==> src/rtl/irq_pkg.sv <==
// Shared definitions for the interrupt controller: source count, FSM states,
// register offsets and a one-hot helper.
package irq_pkg;

  localparam int NSRC = 6;

  typedef enum logic [1:0] {
    IDLE    = 2'd0,
    REQ     = 2'd1,
    SERVICE = 2'd2
  } irq_state_e;

  localparam logic [1:0] IRQ_MASK = 2'd0;
  localparam logic [1:0] IRQ_MODE = 2'd1;
  localparam logic [1:0] IRQ_PEND = 2'd2;
  localparam logic [1:0] IRQ_STAT = 2'd3;

  localparam int SRC_TIMER0 = 0;
  localparam int SRC_TIMER1 = 1;
  localparam int SRC_EXT    = 2;

  function automatic logic [NSRC-1:0] id_onehot(input logic [2:0] id);
    id_onehot = 6'b000001 << id;
  endfunction

endpackage

==> src/rtl/irq_ctrl_if.sv <==
// Bridge-side register bus of the interrupt controller (word offset, write
// strobe, write data, combinational read data).
interface irq_ctrl_if;

  logic [1:0]  Addr;
  logic        We;
  logic [31:0] Din;
  logic [31:0] Dout;

  modport master (output Addr, output We, output Din, input Dout);
  modport slave  (input Addr, input We, input Din, output Dout);

endinterface

==> src/rtl/irq_prio_enc.sv <==
// Combinational lowest-index-wins priority encoder over the eligible sources.
module irq_prio_enc
  import irq_pkg::*;
(
  input  logic [NSRC-1:0] req_i,
  output logic [2:0]      idx_o,
  output logic            valid_o
);

  // Scan from the top down so the lowest set index is the last one written.
  always_comb begin
    idx_o   = 3'd0;
    valid_o = 1'b0;
    for (int i = NSRC - 1; i >= 0; i--) begin
      if (req_i[i]) begin
        idx_o   = 3'(i);
        valid_o = 1'b1;
      end else begin
        idx_o   = idx_o;
        valid_o = valid_o;
      end
    end
  end

endmodule

==> src/rtl/irq_ctrl.sv <==
// Programmable interrupt controller: latches source requests, masks them,
// presents one source at a time to the CPU and holds it in service until EOI.
module irq_ctrl
  import irq_pkg::*;
(
  input  logic            clk,
  input  logic            reset,
  irq_ctrl_if.slave       bus,
  input  logic [NSRC-1:0] src,
  input  logic            int_ack,
  output logic [NSRC-1:0] HWInt,
  output logic            busy
);

  logic [NSRC-1:0] mask_q, mask_d;
  logic [NSRC-1:0] mode_q, mode_d;
  logic [NSRC-1:0] pend_q, pend_d;
  logic [NSRC-1:0] src_q;
  logic [NSRC-1:0] hwint_q, hwint_d;
  logic            busy_q, busy_d;
  irq_state_e      state_q, state_d;
  logic [2:0]      id_q, id_d;

  logic            wr_mask_s, wr_mode_s, wr_pend_s, wr_eoi_s;
  logic [NSRC-1:0] eligible_s, mode_chg_s, w1c_s, ack_clr_s, rise_s, edge_next_s;
  logic [2:0]      win_id_s;
  logic            win_valid_s;
  logic [31:0]     rdata_s;

  assign wr_mask_s  = bus.We && (bus.Addr == IRQ_MASK);
  assign wr_mode_s  = bus.We && (bus.Addr == IRQ_MODE);
  assign wr_pend_s  = bus.We && (bus.Addr == IRQ_PEND);
  assign wr_eoi_s   = bus.We && (bus.Addr == IRQ_STAT);
  assign eligible_s = pend_q & mask_q;

  irq_prio_enc u_prio (
    .req_i   (eligible_s),
    .idx_o   (win_id_s),
    .valid_o (win_valid_s)
  );

  // Register file next-state and pending-bit update.
  always_comb begin
    mask_d     = mask_q;
    mode_d     = mode_q;
    mode_chg_s = '0;
    w1c_s      = '0;
    ack_clr_s  = '0;
    if (wr_mask_s) begin
      mask_d = bus.Din[NSRC-1:0];
    end else begin
      mask_d = mask_q;
    end
    if (wr_mode_s) begin
      mode_d     = bus.Din[NSRC-1:0];
      mode_chg_s = bus.Din[NSRC-1:0] ^ mode_q;
    end else begin
      mode_d     = mode_q;
      mode_chg_s = '0;
    end
    if (wr_pend_s) begin
      w1c_s = bus.Din[NSRC-1:0];
    end else begin
      w1c_s = '0;
    end
    if ((state_q == REQ) && int_ack) begin
      ack_clr_s = id_onehot(id_q);
    end else begin
      ack_clr_s = '0;
    end
    // A new rising edge outranks any clear landing on the same edge.
    rise_s      = src & ~src_q;
    edge_next_s = (pend_q & ~(w1c_s | ack_clr_s)) | rise_s;
    pend_d      = ((mode_q & edge_next_s) | (~mode_q & src)) & ~mode_chg_s;
  end

  // Request / service FSM and the registered CPU-facing outputs.
  always_comb begin
    state_d = state_q;
    id_d    = id_q;
    case (state_q)
      IDLE: begin
        if (win_valid_s) begin
          state_d = REQ;
          id_d    = win_id_s;
        end else begin
          state_d = IDLE;
        end
      end
      REQ: begin
        if (int_ack) begin
          state_d = SERVICE;
        end else if (!eligible_s[id_q]) begin
          state_d = IDLE;
        end else begin
          state_d = REQ;
        end
      end
      SERVICE: begin
        if (wr_eoi_s) begin
          state_d = IDLE;
        end else begin
          state_d = SERVICE;
        end
      end
      default: begin
        state_d = IDLE;
        id_d    = 3'd0;
      end
    endcase
    if (state_d == REQ) begin
      hwint_d = id_onehot(id_d);
    end else begin
      hwint_d = '0;
    end
    busy_d = (state_d != IDLE);
  end

  // State registers with synchronous reset.
  always_ff @(posedge clk) begin
    if (reset) begin
      mask_q  <= '0;
      mode_q  <= '0;
      pend_q  <= '0;
      src_q   <= '0;
      state_q <= IDLE;
      id_q    <= 3'd0;
      hwint_q <= '0;
      busy_q  <= 1'b0;
    end else begin
      mask_q  <= mask_d;
      mode_q  <= mode_d;
      pend_q  <= pend_d;
      src_q   <= src;
      state_q <= state_d;
      id_q    <= id_d;
      hwint_q <= hwint_d;
      busy_q  <= busy_d;
    end
  end

  // Combinational register read mux.
  always_comb begin
    case (bus.Addr)
      IRQ_MASK: rdata_s = {26'd0, mask_q};
      IRQ_MODE: rdata_s = {26'd0, mode_q};
      IRQ_PEND: rdata_s = {26'd0, pend_q};
      IRQ_STAT: rdata_s = {27'd0, state_q, id_q};
      default:  rdata_s = 32'd0;
    endcase
  end

  assign bus.Dout = rdata_s;
  assign HWInt    = hwint_q;
  assign busy     = busy_q;

endmodule

==> src/flat_wrapper.sv <==
// flat-port wrapper written by rule: the top's interface ports become plain ports
module irq_ctrl_flat import irq_pkg::*;
  (clk, reset, src, int_ack, HWInt, busy, bus_Addr, bus_We, bus_Din, bus_Dout);
  irq_ctrl_if bus_i ();
  input  logic clk;
  input  logic reset;
  input  logic [NSRC-1:0] src;
  input  logic int_ack;
  output logic [NSRC-1:0] HWInt;
  output logic busy;
  input wire logic [$bits(bus_i.Addr)-1:0] bus_Addr;
  input wire logic [$bits(bus_i.We)-1:0] bus_We;
  input wire logic [$bits(bus_i.Din)-1:0] bus_Din;
  output wire logic [$bits(bus_i.Dout)-1:0] bus_Dout;
  assign bus_i.Addr = bus_Addr;
  assign bus_i.We = bus_We;
  assign bus_i.Din = bus_Din;
  assign bus_Dout = bus_i.Dout;
  irq_ctrl u_core (.clk(clk), .reset(reset), .bus(bus_i), .src(src), .int_ack(int_ack), .HWInt(HWInt), .busy(busy));
endmodule
==> config.mk <==
export PLATFORM = sky130hd
export DESIGN_NAME = irq_ctrl_flat
export DESIGN_NICKNAME = d
export VERILOG_FILES = /design/src/rtl/irq_pkg.sv /design/src/rtl/irq_ctrl_if.sv /design/src/rtl/irq_prio_enc.sv /design/src/rtl/irq_ctrl.sv /design/src/flat_wrapper.sv
export SDC_FILE = /design/constraint.sdc
export NUM_CORES = 1
export LEC_CHECK = 0
export CORE_ASPECT_RATIO = 1.1
export CORE_MARGIN = 3
export CORE_UTILIZATION = 46
export DETAILED_ROUTE_END_ITERATION = 7
export PLACE_DENSITY_LB_ADDON = 0.2
export SLEW_MARGIN = 40
export SYNTH_ARGS = -nofsm -noshare
export SYNTH_HDL_FRONTEND = slang
export SYNTH_SLANG_ARGS = --single-unit
==> constraint.sdc <==
create_clock -name clk -period 5.88 [get_ports clk]
set_clock_uncertainty 0.2 [all_clocks]
set_input_delay 1.176 -clock clk [delete_from_list [all_inputs] [get_ports clk]]
set_output_delay 1.176 -clock clk [all_outputs]
set_load 0.1 [all_outputs]
Word level (Yosys, flattened, before mapping)
Cells that the tools add are included.

Input bits: 44. Flip-flop bits (word level): 36. Word-level logic and storage cells: 67.

Order comparisons: 1. Bitwise operators: 15. Shift operators: 2. Equality and inequality tests: 6. Reduce and logical (&&, ||, !) cells: 10. Multiplexer cells: 25.

Operators with widths (count): 32-bit case mux with 4 select lines (1); 6-bit AND (6); 6-bit NOT (4); 3-bit 2-to-1 mux (7); 6-bit 2-to-1 mux (3); 6-bit bitwise OR (3); 1-bit by 3-bit << shifter with 6-bit output (first input constant) (2); 1-bit 2-to-1 mux (9); 2-bit by 1-bit equality test with 1-bit output (second input constant) (3); 2-bit equality test (second input constant) (3); 2-bit case mux with 3 select lines (1); 3-bit case mux with 2 select lines (1); 6-bit bitwise XOR (1); 1-bit logical AND (5); 2-bit logical NOT (2); 3-bit by 4-bit less-than comparator with 1-bit output (second input constant) (1); 2-bit 2-to-1 mux (2); 2-bit OR reduction (2); 1-bit binary-select mux with 3-bit select (1); 2-bit nonzero test (1); 1-bit NOT (1).

Logic depth before layout (Yosys ltp)
Depth in word-level cells: 12. Mapped depth: 7.

Modules after synthesis
From an unflattened synthesis, not the netlist that was laid out.

Cells, all modules: 228. Area, all modules: 2115.8 um^2.

Modules (own cells, without submodules): irq_ctrl (cells an instance 218, area an instance 2058.2 um^2, times used 1, seq. area each 720.7 um^2); irq_prio_enc (cells an instance 10, area an instance 57.6 um^2, times used 1, seq. area each 0.0 um^2).

Worst setup path before layout
OpenSTA, ideal clock, no wires.

Kind: input port to output port. Start point: input bus_Addr[1]. End point: output bus_Dout[5]. Arrival time: 3.602 ns. Stages on the path: 3. Data required time: 4.504 ns. Path buffers: 1. Slack: 0.902 ns. Cells stage by stage: buf_2 -> mux2i_1 -> o21ai_0.

Cells in the longest elaborated chain, start to end: 2. Elaborated cells on any way between the ends: 5.

Ends and longest elaborated chain: from (decl) (RTL line flat_wrapper.sv:11) `input wire logic [$bits(bus_i.Addr)-1:0] bus_Addr;`; 2-bit equality test (tied with other cells) (RTL line irq_ctrl.sv:144) `case (bus.Addr)`; 32-bit case mux with 4 select lines * (RTL line irq_ctrl.sv:144); to (decl) (RTL line flat_wrapper.sv:14) `output wire logic [$bits(bus_i.Dout)-1:0] bus_Dout;`.

Mark *: on every way between the ends. The rest lies on a longest branch, timed or not. The select of a mux whose other input is x is not followed.

Worst setup path in the final report
Start point: input bus_Addr[1]. End point: output bus_Dout[1].

Same word-level chain as after synthesis.

==> flow_metrics.py <==
metrics = {
    "setup_path": {
        "worst_setup_path_end_kind": "output pin",
        "worst-path-buf-inv": 2,
        "critical_path_arrival_ns": 2.87,
        "crit_path_slowest_cell": "sky130_fd_sc_hd__clkdlybuf4s50_1",
        "worst_setup_path_start_kind": "input pin",
        "kind_of_cell_adding_the_most_delay_to_the_critical_path": "buffers and inverters",
        "worst_path_largest_cell_delay_ns": 0.80,
        "critical_path.max_fanout": 10,
        "timing.setup.critical_path_class": "input pin to output pin",
        "worst_endpoint_required_time_ns": 4.50,
        "crit_chain": "clkdlybuf4s50_1 > mux4_2 > buf_2",
    },
    "logic_synthesis": {
        "synthesis.area_um2": 2000,
        "synth_compound_gate_area_share_pct": 16.0,
        "synth_seq_area_share_pct": 36.1,
        "netlist_instances": 230,
        "synthAdderAreaFrac_pct": 2.50,
        "synth_seq_cells": 36,
        "ys_top_cells_by_area": "sky130_fd_sc_hd__dfxtp_1, sky130_fd_sc_hd__buf_4, sky130_fd_sc_hd__nand2_1",
        "synth.top_cell.area_share_pct": 36.1,
        "post_synth_xor_area_fraction_pct": 0,
        "synthDistinctLibCells": 45,
        "synth.mux.area_fraction_pct": 9.14,
        "synth-edff-count": 0,
        "area_share_of_and_or_nand_nor_cells_after_synthesis_pct": 23.5,
        "dominantRegCellSynth": "sky130_fd_sc_hd__dfxtp_1",
        "postSynthAreaPerCell_um2": 8.69,
        "largest_family_of_logic_cells_by_synthesized_area": "simple AND/OR/NAND/NOR gates",
        "yosysWarnings": 0,
        "share_of_flip_flops_with_an_asynchronous_set_or_reset_pct": 0,
        "synth_top_cell_by_area": "sky130_fd_sc_hd__dfxtp_1",
    },
    "timing": {
        "setup_tns_ns": 0,
        "final-hold-violation-count": 0,
        "clock.fmax_ghz": 0.236,
        "worst_slew_pin_slew_ns": 0.661,
        "total_of_endpoints_with_negative_setup_slack_in_the_final_report": 0,
        "final_period_minus_worst_setup_slack_ns": 4.25,
        "period_share_pct": 72.2,
        "setup_repair_after_global_routing_missed_its_margin": "false",
        "timing_max_transition_violations_final": 0,
        "timing.slew.headroom_pct": 55.8,
    },
    "cells_and_area": {
        "finalInstanceArea_um2": 2250,
        "footprint_of_the_flip_flops_and_latches_um2": 721,
        "fillers": 412,
        "multiInputGateArea_um2": 1120,
        "area_delta_synth_final_pct": 12.7,
        "diodes": 0,
        "layout-drive-gt1-share_pct": 11.7,
        "final_nets": 304,
    },
    "route": {
        "routed-wl-met3_um": 230,
        "remaining_drc_errors": 0,
        "drt_iter0_drc": 78,
        "drtPass1Iterations": 4,
        "final_antenna_net_count": 0,
        "detailroute.wirelength.met2_mm": 2.07,
        "wirelength_mm": 4.24,
        "m1WireLength_mm": 1.90,
        "highest_layer": "met4",
        "num_vias": 1646,
        "route.detailed.vias_per_inst": 5.33,
        "detail_route.wl_per_cell_um": 13.7,
    },
    "clock_tree": {
        "ctsRootBufferMaster": "sky130_fd_sc_hd__clkbuf_8",
        "cts_hold_repair.buffers": 0,
        "cts.htree.levels": 2,
        "tritoncts.num_buffers": 5,
        "insertion_delay_ns": 0.29,
        "worst_setup_hold_path_clk_slew_ns": 0.06,
        "cts_tree": "built",
        "postCtsSetupBuffers": 0,
        "sink_count_of_the_clock_tree": 36,
        "clockBufferDepth": 2,
        "post_cts.resized_instances": 0,
    },
    "pwr": {
        "static-leakage-power_nw": 0.882,
        "cellPowerDensity_nw_per_um2": 258,
        "max-vdd-ir-drop_v": 0.000133,
    },
    "min_path": {
        "min_path_type": "flop to flop",
    },
    "floorplan": {
        "core_region_area_um2": 4080,
        "fp-row-count": 24,
        "die-width_um": 68.8,
        "die_h_um": 75.1,
        "fp.dieArea_um2": 5170,
        "start_util_pct": 48.9,
        "top_level_ports": 83,
    },
    "place": {
        "dp.final_hpwl_mm": 3.15,
        "dpl_cell_area_um2": 2160,
        "io_buf_count": 30,
        "gp_congestion": 0.839,
    },
    "global_route": {
        "first_global_vias": 1458,
        "wire_length_of_the_first_global_routing_pass_mm": 6.92,
        "grt_use_total_pct": 18.0,
        "pin_count_of_the_biggest_net_entering_global_routing": 31,
        "grt_antenna_before_repair": 0,
        "total_congestion_overflow_after_global_routing": 0,
    },
    "outcome": {
        "status": "finished, final reports clean",
    },
    "flow_run": {
        "maxCapViolations": 0,
    },
}
-- synthesized netlist by cell type (all sizes together), types with 2 or more instances --
cell type  instances
mux4               5
nor4               4
nor2b              7
a22o               3
a21oi             16
nand3b             2
a21boi             3
nor4b              2
nand2             33
inv                3
nor3               7
ha                 4
dfxtp             36
clkbuf             8
a31oi              2
nand2b             2
a2111oi            4
a32oi              5
o21ai              5
nor3b              4
o31ai              2
and2               2
nor2              16
mux2i              7
buf               29
nand3              5
-- sequential cells by signal (all words and copies together), names as in the netlist --
name / flops
u_core.busy: 1
u_core.id_q: 3
u_core.state_q: 2
u_core.mask_q: 6
u_core.pend_q: 6
u_core.HWInt: 6
u_core.mode_q: 6
u_core.src_q: 6
-- layout by cell type, fill, tap and decap left out, types with 4 or more instances in the layout --
cell and instances:
sky130_fd_sc_hd__buf_2 12, sky130_fd_sc_hd__a32oi_1 5, sky130_fd_sc_hd__a2111oi_0 4, sky130_fd_sc_hd__a21oi_1 16, sky130_fd_sc_hd__nand2_1 33, sky130_fd_sc_hd__nor2_1 16, sky130_fd_sc_hd__nor2b_1 7, sky130_fd_sc_hd__mux4_2 5
sky130_fd_sc_hd__conb_1 26, sky130_fd_sc_hd__o21ai_0 4, sky130_fd_sc_hd__clkbuf_8 6, sky130_fd_sc_hd__nand3_1 5, sky130_fd_sc_hd__nor3_1 7, sky130_fd_sc_hd__nor4_1 4, sky130_fd_sc_hd__ha_1 4, sky130_fd_sc_hd__mux2i_1 7
sky130_fd_sc_hd__dfxtp_1 36, sky130_fd_sc_hd__clkdlybuf4s50_1 17
-- tightest hold or removal path: cells and delay by family, from the launching register on --
| family | cells | cell delay [ns] |
|---|---|---|
| simple gates | 1 | 0.06 |
| compound gates | 1 | 0.05 |
| flops | 1 | 0.34 |
-- power by group --
part / switching (mW) / total (mW) / leakage [nW] / internal (mW)
clock network: 0.0817 / 0.177 / 0.0455 / 0.0954
logic: 0.116 / 0.144 / 0.543 / 0.0280
registers: 0.00843 / 0.261 / 0.294 / 0.252
-- stage by stage --
stage	hold slack (ns)	utilization, %	power, mW	setup slack [ns]	cells
after CTS	0.301	55.1	0.587	1.61	309
after floorplan	0.267	-	0.398	0.902	255
after global placement	0.289	54.4	0.411	0.939	301
after detailed placement	0.293	52.9	0.409	1.61	301
after global routing	0.322	55.1	0.608	1.56	309
final	0.301	55.1	0.582	1.63	309
-- worst paths after layout --
path,from,endpoint,slack (ns),cells after the start
max reg2reg,u_core.state_q[1],u_core.HWInt[2],3.56,6
min reg2reg,u_core.mode_q[0],u_core.mode_q[0],0.30,2
min,u_core.mode_q[0],u_core.mode_q[0],0.30,2
max,bus_Addr[1],bus_Dout[1],1.63,3
-- routing by layer --
metal / track usage (%) / vias to the layer above
met4: 6.49 / 0
met5: 0 / -
met1: 22.9 / 769
met2: 28.6 / 44
met3: 5.82 / 6
li1: - / 827
-- cells by family after synthesis --
family	count (synthesis)
buffers and inverters	40
flip-flops	36
other	1
adder cells (fa/ha/maj)	4
multiplexers	12
AO/OA/AOI/OAI	46
AND/OR/NAND/NOR	91
-- final cells by class --
type,instances,share of cell area [%]
timing repair buffer,31,10.9
clock buffer,8,4.00
tap,52,2.89
sequential,36,32.0
inverter,3,0.500
multi-input combinational,179,49.7
Power figures use the tool's default switching activity.
